### config.mk
export PLATFORM = sky130hd
export DESIGN_NAME = fft_state3
export DESIGN_NICKNAME = d
export VERILOG_FILES = /design/src/rtl/fft_state3.sv
export SDC_FILE = /design/constraint.sdc
export NUM_CORES = 1
export LEC_CHECK = 0
export CORE_MARGIN = 3
export CORE_UTILIZATION = 35
export DETAILED_ROUTE_END_ITERATION = 6
export MAX_ROUTING_LAYER = met4
export PLACE_DENSITY = 0.53
export SYNTH_ARGS = -nofsm -noshare
export SYNTH_HDL_FRONTEND = slang
export SYNTH_SLANG_ARGS = --single-unit
### constraint.sdc
create_clock -name clk -period 20.7 [get_ports clk]
set_clock_uncertainty 0.05 [all_clocks]
set_input_delay 5.175 -clock clk [delete_from_list [all_inputs] [get_ports clk]]
set_output_delay 5.175 -clock clk [all_outputs]
set_load 0.02 [all_outputs]
### src/rtl/fft_state3.sv
// fft_state3: third radix-2 DIF stage of the 32-point MDC FFT (delay/commutator/delay, butterfly, W8 twiddle).
// Build option: define FFT_STATE3_SAT_EN to saturate the scaled outputs instead of wrapping them.
module fft_state3 #(
  parameter int WIDTH = 10,
  parameter int DEPTH = 4
) (
  input  logic                    clk,
  input  logic                    rst_n,
  input  logic                    in_valid,
  input  logic                    in_sof,
  input  logic signed [WIDTH-1:0] in_up_re,
  input  logic signed [WIDTH-1:0] in_up_im,
  input  logic signed [WIDTH-1:0] in_l_re,
  input  logic signed [WIDTH-1:0] in_l_im,
  output logic                    out_valid,
  output logic signed [WIDTH-1:0] out_up_re,
  output logic signed [WIDTH-1:0] out_up_im,
  output logic signed [WIDTH-1:0] out_l_re,
  output logic signed [WIDTH-1:0] out_l_im
);

  localparam int SELB      = $clog2(DEPTH);
  localparam int CW        = SELB + 1;
  localparam int PRIME_MAX = 2 * DEPTH;
  localparam int PW        = $clog2(PRIME_MAX + 1);
  localparam int DW        = WIDTH + 1;
  localparam int TW        = 9;
  localparam int MW        = DW + TW + 1;
  localparam int LW        = DEPTH * WIDTH;

  localparam logic signed [WIDTH-1:0] MAXV = {1'b0, {(WIDTH-1){1'b1}}};
  localparam logic signed [WIDTH-1:0] MINV = {1'b1, {(WIDTH-1){1'b0}}};

  // Delay lines are packed shift registers; the oldest sample sits in the top slice.
  logic [LW-1:0] ldRe_q, ldIm_q, udRe_q, udIm_q;
  logic [LW-1:0] ldRe_d, ldIm_d, udRe_d, udIm_d;

  logic [CW-1:0] cnt_q, cnt_d, cntEff;
  logic [PW-1:0] prime_q, prime_d, primeEff;
  logic          valid_q, valid_d;

  logic signed [WIDTH-1:0] upRe_q, upIm_q, lRe_q, lIm_q;
  logic signed [WIDTH-1:0] upRe_d, upIm_d, lRe_d, lIm_d;

  logic signed [WIDTH-1:0] ldReOld, ldImOld, udReOld, udImOld;
  logic signed [WIDTH-1:0] cuRe, cuIm, clRe, clIm;
  logic signed [DW-1:0]    sumRe, sumIm, diffRe, diffIm;
  logic signed [TW-1:0]    wRe, wIm;
  logic signed [MW-1:0]    prodRe, prodIm;
  logic                    unusedBits;

  assign ldReOld = ldRe_q[LW-1 -: WIDTH];
  assign ldImOld = ldIm_q[LW-1 -: WIDTH];
  assign udReOld = udRe_q[LW-1 -: WIDTH];
  assign udImOld = udIm_q[LW-1 -: WIDTH];

  always_comb begin
    // A start-of-frame sample behaves as cnt=0 with an empty prime count.
    cntEff   = in_sof ? '0 : cnt_q;
    primeEff = in_sof ? '0 : prime_q;
    cnt_d    = cntEff + 1'b1;
    valid_d  = (primeEff == PW'(PRIME_MAX));
    prime_d  = valid_d ? primeEff : primeEff + 1'b1;

    cuRe = in_up_re;
    cuIm = in_up_im;
    clRe = ldReOld;
    clIm = ldImOld;
    if (cntEff[SELB]) begin
      cuRe = ldReOld;
      cuIm = ldImOld;
      clRe = in_up_re;
      clIm = in_up_im;
    end

    ldRe_d = {ldRe_q[LW-WIDTH-1:0], in_l_re};
    ldIm_d = {ldIm_q[LW-WIDTH-1:0], in_l_im};
    udRe_d = {udRe_q[LW-WIDTH-1:0], cuRe};
    udIm_d = {udIm_q[LW-WIDTH-1:0], cuIm};

    sumRe  = {udReOld[WIDTH-1], udReOld} + {clRe[WIDTH-1], clRe};
    sumIm  = {udImOld[WIDTH-1], udImOld} + {clIm[WIDTH-1], clIm};
    diffRe = {udReOld[WIDTH-1], udReOld} - {clRe[WIDTH-1], clRe};
    diffIm = {udImOld[WIDTH-1], udImOld} - {clIm[WIDTH-1], clIm};

    wRe = 9'sd128;
    wIm = 9'sd0;
    case (cntEff[1:0])
      2'd1:    begin wRe = 9'sd91;  wIm = -9'sd91;  end
      2'd2:    begin wRe = 9'sd0;   wIm = -9'sd128; end
      2'd3:    begin wRe = -9'sd91; wIm = -9'sd91;  end
      default: ;
    endcase

    prodRe = MW'(diffRe) * MW'(wRe) - MW'(diffIm) * MW'(wIm);
    prodIm = MW'(diffRe) * MW'(wIm) + MW'(diffIm) * MW'(wRe);

    // The halved sum of two WIDTH-bit values always fits, so only the twiddled path can overflow.
    upRe_d = sumRe[WIDTH:1];
    upIm_d = sumIm[WIDTH:1];
`ifdef FFT_STATE3_SAT_EN
    if (&prodRe[MW-1:WIDTH+7] || !(|prodRe[MW-1:WIDTH+7])) lRe_d = prodRe[WIDTH+7:8];
    else lRe_d = prodRe[MW-1] ? MINV : MAXV;
    if (&prodIm[MW-1:WIDTH+7] || !(|prodIm[MW-1:WIDTH+7])) lIm_d = prodIm[WIDTH+7:8];
    else lIm_d = prodIm[MW-1] ? MINV : MAXV;
`else
    lRe_d = prodRe[WIDTH+7:8];
    lIm_d = prodIm[WIDTH+7:8];
`endif
  end

  assign unusedBits = ^{sumRe[0], sumIm[0], prodRe, prodIm, MAXV, MINV};

  always_ff @(posedge clk) begin
    if (rst_n) begin
      ldRe_q  <= '0;
      ldIm_q  <= '0;
      udRe_q  <= '0;
      udIm_q  <= '0;
      cnt_q   <= '0;
      prime_q <= '0;
      valid_q <= 1'b0;
      upRe_q  <= '0;
      upIm_q  <= '0;
      lRe_q   <= '0;
      lIm_q   <= '0;
    end else if (in_valid) begin
      ldRe_q  <= ldRe_d;
      ldIm_q  <= ldIm_d;
      udRe_q  <= udRe_d;
      udIm_q  <= udIm_d;
      cnt_q   <= cnt_d;
      prime_q <= prime_d;
      valid_q <= valid_d;
      upRe_q  <= upRe_d;
      upIm_q  <= upIm_d;
      lRe_q   <= lRe_d;
      lIm_q   <= lIm_d;
    end else begin
      valid_q <= 1'b0;
    end
  end

  assign out_valid = valid_q;
  assign out_up_re = upRe_q;
  assign out_up_im = upIm_q;
  assign out_l_re  = lRe_q;
  assign out_l_im  = lIm_q;

endmodule

# After elaboration in Yosys (flattened, before gate mapping)

Index checks and enable logic that the tools add are counted.

Logic and storage cells: 39
Input port bits: 44
Output and inout bits: 41
Bits in registers: 208

Mux-type cells: 9
Eq/ne operators: 4
Multiply operators: 4
Bitwise operators: 1
Reductions and logical operators: 2
Add/subtract/negate cells: 8

Operator list:

| operator                                       | number |
|---|---|
| multiplier 11 x 9 -> 18 bit                    | 4 |
| two-way mux 10 bit                             | 4 |
| case mux 9 bit (3 select lines)                | 1 |
| adder 10 x 10 -> 11 bit                        | 2 |
| subtractor 10 x 10 -> 11 bit                   | 2 |
| adder 18 bit                                   | 1 |
| case mux 9 bit (2 select lines)                | 1 |
| subtractor 18 bit                              | 1 |
| two-way mux 4 bit                              | 2 |
| adder 4 x 1 -> 4 bit (second input constant)   | 1 |
| == test 2 bit (second input constant)          | 2 |
| == test 4 bit (second input constant)          | 1 |
| OR reduction 2 bit                             | 2 |
| adder 3 x 1 -> 3 bit (second input constant)   | 1 |
| two-way mux 3 bit                              | 1 |
| == test 2 x 1 -> 1 bit (second input constant) | 1 |
| NOT 1 bit                                      | 1 |

# Depth between registers and ports, before layout

Gate-level depths: netlist of the first run.

Word-level depth: 6
Depth in mapped cells: 39
Gate-level depth less buffers: 36

# Worst setup path before layout of the first run

OpenSTA, ideal clock, no wires.

Path type: input to register
From: in in_sof
To: reg lRe_q[9], in the netlist out_l_re[9]
Data arrival time: 13790 ps
Data required time: 20514 ps
Library setup time: 136 ps
Stages: 35
Setup slack: 6725 ps
Buffers on the path: 4
Cell sequence: buf_6 -> nor2b_1 -> clkbuf_1 -> clkbuf_1 -> mux2_2 -> ha_1 -> buf_2 -> nor3_1 -> a2111oi_4 -> o21ba_1 -> o21bai_1 -> xnor2_1 -> nand2_1 -> fa_1 -> inv_1 -> fa_1 -> inv_1 -> fa_1 -> fa_1 -> inv_1 -> fa_1 -> fa_1 -> fa_1 -> ha_1 -> a21oi_1 -> o21ai_1 -> a221oi_4 -> a211oi_1 -> a2111o_1 -> a21o_1 -> a21oi_2 -> xnor2_1 -> xnor2_1 -> xnor2_1 -> a211oi_2

Word-level cells in the longest chain between the ends: 6
Elaborated cells on any way between the ends: 14
Classes of those cells: add/sub: 3; mul: 2; eq/ne: 3; mux: 5; reduce/logical: 1

Ends and longest elaborated chain:

| element                                                                             | line | text |
|---|---|---|
| start: declaration                                                                  | 10   | `input logic in_sof,` |
| two-way mux 3 bit *                                                                 | 59   | `cntEff = in_sof ? '0 : cnt_q;` |
| parallel branches: the longest is 4 deep, another holds multiplier 11 x 9 -> 18 bit | -    |  |
| subtractor 18 bit *                                                                 | 95   | `prodRe = MW'(diffRe) * MW'(wRe) - MW'(diffIm) * MW'(wIm);` |
| end signal: assignment                                                              | 137  | `lRe_q <= lRe_d;` |
| end: declaration                                                                    | 42   | `logic signed [WIDTH-1:0] upRe_q, upIm_q, lRe_q, lIm_q;` |

Every way passes the cells marked *.
A chain may end at the register's enable or synchronous reset.

# Worst setup path in the final report of the first run

Ends and elaborated chain as after synthesis.

==> out/qor.yml, run 1 <==
power:
  internal_power_mw: 1.01
  pwr-share-clk_pct: 28.2
  total_power_mw: 1.55
  seq_power_share_pct: 28.2
  p_leak_nw: 10.7
  power_switching_mw: 0.537
  p_per_area_nw_per_um2: 70.5
  power_frac_comb_pct: 43.6
  switching_share_pct: 34.6
  peakVddDrop_v: 0.0000858
sta:
  min_period_ns: 14.59
  min_period_over_period_pct: 70.5
  rsz0062_at_grt: "false"
  slew-limit-headroom_pct: 30.9
  whs_ns: 0.432
  fin_setup_tns_ns: 0
  maxSlewViolCount: 0
  final-setup-viol-count: 0
  hold_violations: 0
  max_freq_ghz: 0.0686
  tightest_slew_ns: 1.03
layout:
  final_cell_mix: "387 x inv_1, 313 x nor2_1, 252 x fa_1"
  layout_commonest_cell: "inv_1"
  final_layout_size_suffix_gt1_share_pct: 4.42
  final_util_pct: 39.7
  fin_area_um2: 22000
  antenna_cells: 0
  nets: 2598
  multi_input_area_um2: 13700
  seq_area_um2: 4160
  area_growth_syn_to_layout_pct: 12.0
  fillers: 5589
routing:
  via_per_inst: 4.58
  vias: 13063
  detail-route-antenna-nets: 0
  drc: 0
  dr.pass1.iters: 5
  drt_wl_total_um: 43400
  drtIter0Drc: 550
  wl_per_cell_um: 15.2
clocking:
  ctsHoldBuffers: 0
  cts.sinks: 208
  post_cts_buffers: 0
  cts_tree: "done"
  clkTransAtPathRegs_ns: 0.06
  clock_latency_ns: 0.53
  clockBufferDepth: 3
  cts_resized: 0
  cts-buffers-inserted: 23
  cts_max_level: 1
  cts_root_buffer: "clkbuf_16"
placement:
  numPortBuffers: 84
  dp_hpwl_um: 35200
  placed_area_um2: 21200
  finalWeightedCongestion: 0.917
synthesis:
  synth-main-ff-cell: "dfxtp_1"
  postSynthCellCount: 2049
  synth_area_leader_cell: "fa_1"
  syn_nets: 2559
  synth_cell_types: 65
  synth_top_area_share_pct: 25.7
  synth_edf_count: 0
  synth_area_per_cell_um2: 9.58
  ys_seq_area_share_pct: 21.2
  ys_ff_latch: 208
  async_flop_share_pct: 0
  yosys-top-cells-area: "fa_1 26%, dfxtp_1 21%, ha_1 14%, mux2i_1 9.8%, inv_1 7.4%"
  syn_area_um2: 19600
  ys_warn_count: 0
global_route:
  first_global_vias: 13827
  grt_antenna_before_repair: 0
  grt_pass1_wl_um: 73100
  grt_overflow: 0
  top_usage_layer: "met2"
  grtUsageMet3_pct: 2.19
  grt_max_degree: 118
  grt_use_total_pct: 15.7
  grt_use_met1_pct: 20.3
  use_met2_pct: 26.0
worst_setup_path:
  slowest_stage: "clkdlybuf4s50_1"
  worst_ep_arrival_time_ns: 14.89
  crit-reg2reg-launch: "cnt_q[2]"
  cp-start-kind: "input port"
  critPathKind: "in2reg"
  startpoint: "in_sof"
  cp_max_fo: 28
  required_ns: 21.00
  end_kind: "flop"
  cpPeakStageDelay_ns: 0.60
  path_common_cell: "fa_1"
die:
  initial_utilization_pct: 35.5
  core_area_um2: 55300
  rows: 86
  die-area_um2: 58900
  die_y_um: 243
  ios: 85
  die_width_um: 243
min_path:
  hp-class: "reg2reg"
  hold_start: "out_l_re[7]"
run:
  drv_cap: 0
status:
  status: "finished, final reports clean"
metrics by stage:
step,instances,worst slack [ns]
after floorplan,2049,6.72
after global placement,2811,5.64
after detailed placement,2811,5.54
after CTS,2853,6.09
after global routing,2853,5.50
final,2853,6.11
critical path: cells and delay by family:
family | cells | cell delay (ns)
AND/OR/NAND/NOR | 3 | 0.95
buffers and inverters | 4 | 1.29
multiplexers | 1 | 0.41
AO/OA/AOI/OAI | 10 | 2.16
XOR/XNOR | 4 | 1.03
adder cells (fa/ha/maj) | 9 | 3.86
synthesized netlist by cell type, drive strengths merged (4+ instances only):
master  count
dfxtp     208
nor2b      18
o21ai      15
o21bai     12
mux2i     193
nor3        7
a211oi     27
fa        252
ha        214
nand2      61
nand3       6
a21oi      36
buf        32
and2        9
xnor2      72
a21o        7
or3         4
nand2b     28
mux2       21
nor2      313
inv       391
xor2       23
clkbuf     49
routing by layer:
layer  vias up  part of all wire, %
met3        51                  4.1
li1       6487                    -
met2       214                   48
met4         0                  2.2
met5         -                    0
met1      6311                   46
worst paths after layout:
check | end | slack (ns) | cells past startpoint
worst max-delay path | out_l_re[9] | 6.11 | 31
worst max register to register | out_l_re[9] | 11.07 | 30
worst min register to register | out_l_re[7] | 0.43 | 2
worst min-delay path | out_l_re[7] | 0.43 | 2
logic make-up (layout without fill, tap and decap cells):
logic type | Yosys count | count (layout) | synth area share, %
compound gates | 132 | 132 | 4.92
simple gates | 460 | 460 | 9.87
flops | 208 | 208 | 21.2
mux | 214 | 214 | 11.1
buf+inv | 473 | 529 | 9.18
fa+ha+maj | 466 | 466 | 39.4
xor+xnor | 96 | 96 | 4.39
state kept, by name, indices dropped and copies added (netlist names):
signal,count
udIm_q,40
cnt_q,3
out_up_im,10
prime_q,4
ldRe_q,40
out_valid,1
ldIm_q,40
out_up_re,10
out_l_re,10
udRe_q,40
out_l_im,10
power by group through the flow:
| stage | clock network, mW | registers (mW) | logic, mW |
|---|---|---|---|
| floorplan | 0 | 0.454 | 0.526 |
| global placement | 0 | 0.446 | 0.685 |
| detailed placement | 0 | 0.446 | 0.687 |
| CTS | 0.453 | 0.438 | 0.694 |
| global route | 0.470 | 0.440 | 0.772 |
| finish | 0.437 | 0.437 | 0.676 |
layout make-up:
cell class / count / share of cell area [%]
multi-input combinational: 1368 / 62.2
clock buffer: 32 / 3.05
sequential: 208 / 18.9
timing repair buffer: 95 / 4.23
tap: 748 / 4.26
clock inverter: 10 / 0.655
inverter: 392 / 6.72
No activity file was read; power rests on OpenSTA's default activity.
==> run 2, diff against run 1 <==
==> constraint.sdc (replaced) <==
create_clock -name clk -period 13.9 [get_ports clk]
set_clock_uncertainty 0.05 [all_clocks]
set_input_delay 3.475 -clock clk [delete_from_list [all_inputs] [get_ports clk]]
set_output_delay 3.475 -clock clk [all_outputs]
set_load 0.02 [all_outputs]
==> out/qor.yml, run 2 (synthesis gave the netlist of run 1 again) <==
sta:
  max_freq_ghz: 0.0784
  min_period_over_period_pct: 91.7
  maxSlewViolCount: 0
  hold_violations: 0
  tightest_slew_ns: 1.06
  min_period_ns: 12.75
  slew-limit-headroom_pct: 29.3
  final-setup-viol-count: 0
  rsz0062_at_grt: "false"
  fin_setup_tns_ns: 0
layout:
  final_layout_size_suffix_gt1_share_pct: 5.04
  antenna_cells: 0
  layout_commonest_cell: "inv_1"
  nets: 2615
  final_cell_mix: "387 x inv_1, 313 x nor2_1, 252 x fa_1"
  area_growth_syn_to_layout_pct: 12.6
global_route:
  grt_use_total_pct: 15.7
  grt_pass1_wl_um: 72900
  grt_antenna_before_repair: 0
  first_global_vias: 13971
  grt_overflow: 0
  grt_max_degree: 117
power:
  p_per_area_nw_per_um2: 104
  p_leak_nw: 10.8
  peakVddDrop_v: 0.0000958
  total_power_mw: 2.30
clocking:
  clockBufferDepth: 3
  post_cts_buffers: 0
  clkTransAtPathRegs_ns: 0.05
  clock_latency_ns: 0.53
  cts_root_buffer: "clkbuf_16"
  cts_tree: "done"
  cts_max_level: 1
  cts.sinks: 208
  ctsHoldBuffers: 0
  cts-buffers-inserted: 24
  cts_resized: 0
routing:
  wl_per_cell_um: 15.2
  drt_wl_total_um: 43800
  detail-route-antenna-nets: 0
  vias: 13114
  dr.pass1.iters: 5
  via_per_inst: 4.57
  drc: 0
  drtIter0Drc: 529
worst_setup_path:
  r2r_slack_ns: 4.43
  slowest_stage: "fa_1"
  cp_max_fo: 9
  worst_ep_arrival_time_ns: 13.06
  reg2reg_to: "out_l_re[9]"
  path_common_cell: "fa_1"
  critPathKind: "in2reg"
  end_kind: "flop"
  crit-reg2reg-launch: "cnt_q[2]"
  cpPeakStageDelay_ns: 0.61
  startpoint: "in_sof"
  crit_end: "out_l_re[9]"
  required_ns: 14.21
  reg2reg_depth: 31
  cp-start-kind: "input port"
placement:
  numPortBuffers: 84
  finalWeightedCongestion: 0.898
  dp_hpwl_um: 35400
min_path:
  hold_start: "out_l_re[7]"
  hp-class: "reg2reg"
run:
  drv_cap: 0
die:
  die_y_um: 243
  rows: 86
  initial_utilization_pct: 35.5
  core_area_um2: 55300
  die_width_um: 243
  ios: 85
  die-area_um2: 58900
status:
  status: "finished, final reports clean"
==> run 2: changes by cell type in the layout (fill, tap and decap cells not counted), sizes merged <==
| cell | delta |
|---|---|
| inv | -2 |
| bufinv | -2 |
| buf | +16 |
| clkbuf | +4 |
| clkinvlp | +1 |
==> run 2: where the power goes <==
| part | switching, mW | total [mW] | internal (mW) |
|---|---|---|---|
| clock network | 0.255 | 0.632 | 0.377 |
| registers | 0.0194 | 0.651 | 0.631 |
| logic | 0.532 | 1.02 | 0.489 |
==> run 2: worst min path at each step <==
stage	endpoint	slack, ns	depth (start not counted)
finish	out_l_re[7]	0.42	2
global route	out_l_re[7]	0.45	2
CTS	out_l_re[7]	0.43	2
detailed placement	out_l_re[7]	0.42	2
global placement	out_l_re[7]	0.41	2
floorplan	cnt_q[2]	0.40	2
==> run 2: area by class of cell <==
class | instances | area, um^2
fillers | 5559 | 33200
multi-input cells | 1368 | 13700
flip-flops and latches | 208 | 4160
inverters | 392 | 1480
repair buffers | 111 | 1050
well taps | 748 | 936
clock buffers | 36 | 717
clock inverters | 7 | 77.6
==> run 2: worst max-delay path, delay by kind of cell <==
kind / cells / cell delay (ns)
compound gates: 11 / 2.43
xor+xnor: 4 / 0.94
fa+ha+maj: 9 / 4.32
buf+inv: 4 / 0.78
mux: 1 / 0.40
simple gates: 3 / 0.67
==> run 2: metrics by stage <==
| stage | instance area (um^2) | util, % | hold WS (ns) | setup WS, ns | instances |
|---|---|---|---|---|---|
| 2_1_floorplan | 19600 | - | 0.397 | 1.62 | 2049 |
| 3_3_place_gp | 21300 | 38.5 | 0.411 | 0.697 | 2827 |
| 3_5_place_dp | 21300 | 38.5 | 0.418 | 0.577 | 2827 |
| 4_1_cts | 22100 | 39.9 | 0.426 | 1.12 | 2870 |
| 5_1_grt | 22100 | 39.9 | 0.452 | 0.551 | 2870 |
| 6_report | 22100 | 39.9 | 0.422 | 1.15 | 2870 |
==> run 2: routing by layer <==
metal / share of wire [%] / GRT usage (%)
met5: 0 / -
met4: 2.2 / 3.60
met3: 3.9 / 2.34
met2: 48 / 26.8
met1: 45 / 19.8
==> run 3, diff against run 2 <==
--- a/config.mk
+++ b/config.mk
@@ -7,6 +7,7 @@
 export LEC_CHECK = 0
 export CORE_MARGIN = 3
 export CORE_UTILIZATION = 35
+export CTS_CLUSTER_DIAMETER = 80
 export DETAILED_ROUTE_END_ITERATION = 6
 export MAX_ROUTING_LAYER = met4
 export PLACE_DENSITY = 0.53
==> out/qor.yml, run 3 (synthesis gave the netlist of run 1 again) <==
status:
  status: "finished, final reports clean"
worst_setup_path:
  path_common_cell: "fa_1"
  slowest_stage: "fa_1"
  worst_ep_arrival_time_ns: 13.07
  cpPeakStageDelay_ns: 0.61
  end_kind: "flop"
  cp-start-kind: "input port"
  cp_max_fo: 9
  critPathKind: "in2reg"
  required_ns: 14.21
power:
  seq_power_share_pct: 28.2
  pwr-share-clk_pct: 27.6
  peakVddDrop_v: 0.0000959
  power_switching_mw: 0.810
  p_per_area_nw_per_um2: 105
  total_power_mw: 2.31
  internal_power_mw: 1.50
  switching_share_pct: 35.1
  power_frac_comb_pct: 44.2
  p_leak_nw: 10.8
layout:
  antenna_cells: 0
  layout.cells.non_filler: 2871
  nets: 2616
  final_cell_mix: "387 x inv_1, 313 x nor2_1, 252 x fa_1"
  final_layout_size_suffix_gt1_share_pct: 5.09
  layout_commonest_cell: "inv_1"
  final_util_pct: 40.0
  area_growth_syn_to_layout_pct: 12.6
placement:
  dp_hpwl_um: 35400
  numPortBuffers: 84
  dp.cells: 2827
  finalWeightedCongestion: 0.898
die:
  die_width_um: 243
  die_y_um: 243
  die-area_um2: 58900
  core_area_um2: 55300
  ios: 85
  initial_utilization_pct: 35.5
  rows: 86
clocking:
  clockBufferDepth: 3
  cts_resized: 0
  cts-buffers-inserted: 25
  post_cts_buffers: 0
  clkTransAtPathRegs_ns: 0.06
  cts.sinks: 208
  clock_latency_ns: 0.53
  cts_root_buffer: "clkbuf_16"
  ctsHoldBuffers: 0
  cts_max_level: 1
  cts_tree: "done"
sta:
  min_period_over_period_pct: 91.8
  fin_setup_tns_ns: 0
  max_freq_ghz: 0.0784
  maxSlewViolCount: 0
  min_period_ns: 12.76
  final-setup-viol-count: 0
  slew-limit-headroom_pct: 29.6
  tightest_slew_ns: 1.06
  hold_violations: 0
  whs_ns: 0.422
  rsz0062_at_grt: "false"
routing:
  drt_wl_total_um: 43700
  via_per_inst: 4.57
  drc: 0
  detail-route-antenna-nets: 0
  dr.pass1.iters: 5
  vias: 13112
  drtIter0Drc: 522
  wl_per_cell_um: 15.2
min_path:
  hp-class: "reg2reg"
global_route:
  grt_overflow: 0
  first_global_vias: 13988
  grt_use_total_pct: 15.7
  grt_antenna_before_repair: 0
  grt_pass1_wl_um: 72900
  grt_max_degree: 117
run:
  drv_cap: 0
run 3: cell types whose count changed in the layout (fill, tap and decap cells not counted):
cell | previous run | this run
inv_8 | 0 | 2
inv_6 | 3 | 1
clkinv_4 | 2 | 3
run 3: layout make-up:
class                           instances  area [um^2]
Clock inverter                          8         91.3
Timing Repair Buffer                  111         1050
Tap cell                              748          936
Sequential cell                       208         4160
Inverter                              392         1480
Multi-Input combinational cell       1368        13700
Clock buffer                           36          717
Fill cell                            5562        33200
run 3: worst paths after layout:
path                  to  slack (ns)         from  cells after the start
max          out_l_re[9]        1.14       in_sof                     32
min          out_l_re[7]        0.42  out_l_re[7]                      2
max reg2reg  out_l_re[9]        4.42     cnt_q[2]                     31
min reg2reg  out_l_re[7]        0.42  out_l_re[7]                      2
run 3: metrics by stage:
step,instance area (um^2),setup WS [ns]
after detailed placement,21300,0.577
after floorplan,19600,1.62
after global routing,22100,0.548
after CTS,22100,1.12
after global placement,21300,0.697
final,22100,1.14
run 3: critical path: cells and delay by family:
kind                       cells  cell delay, ns
buffers and inverters          4            0.79
and+or+nand+nor                3            0.68
adders and majority gates      9            4.33
AOI/OAI and AO/OA             11            2.44
muxes                          1            0.40
xor gates and xnor gates       4            0.95
run 3: layer usage:
metal | vias to the layer above | routed length, um | GRT usage, %
li1 | 6523 | - | -
met1 | 6350 | 19700 | 19.8
met4 | 0 | 896 | 3.55
met3 | 64 | 1730 | 2.29
met2 | 175 | 21300 | 26.8
met5 | - | 0 | -
run 3: power groups by stage:
| stage | clock network, mW | logic, mW | registers [mW] |
|---|---|---|---|
| floorplan | 0 | 0.783 | 0.677 |
| global placement | 0 | 1.04 | 0.664 |
| detailed placement | 0 | 1.05 | 0.664 |
| CTS | 0.662 | 1.06 | 0.651 |
| global route | 0.687 | 1.18 | 0.655 |
| finish | 0.638 | 1.02 | 0.651 |
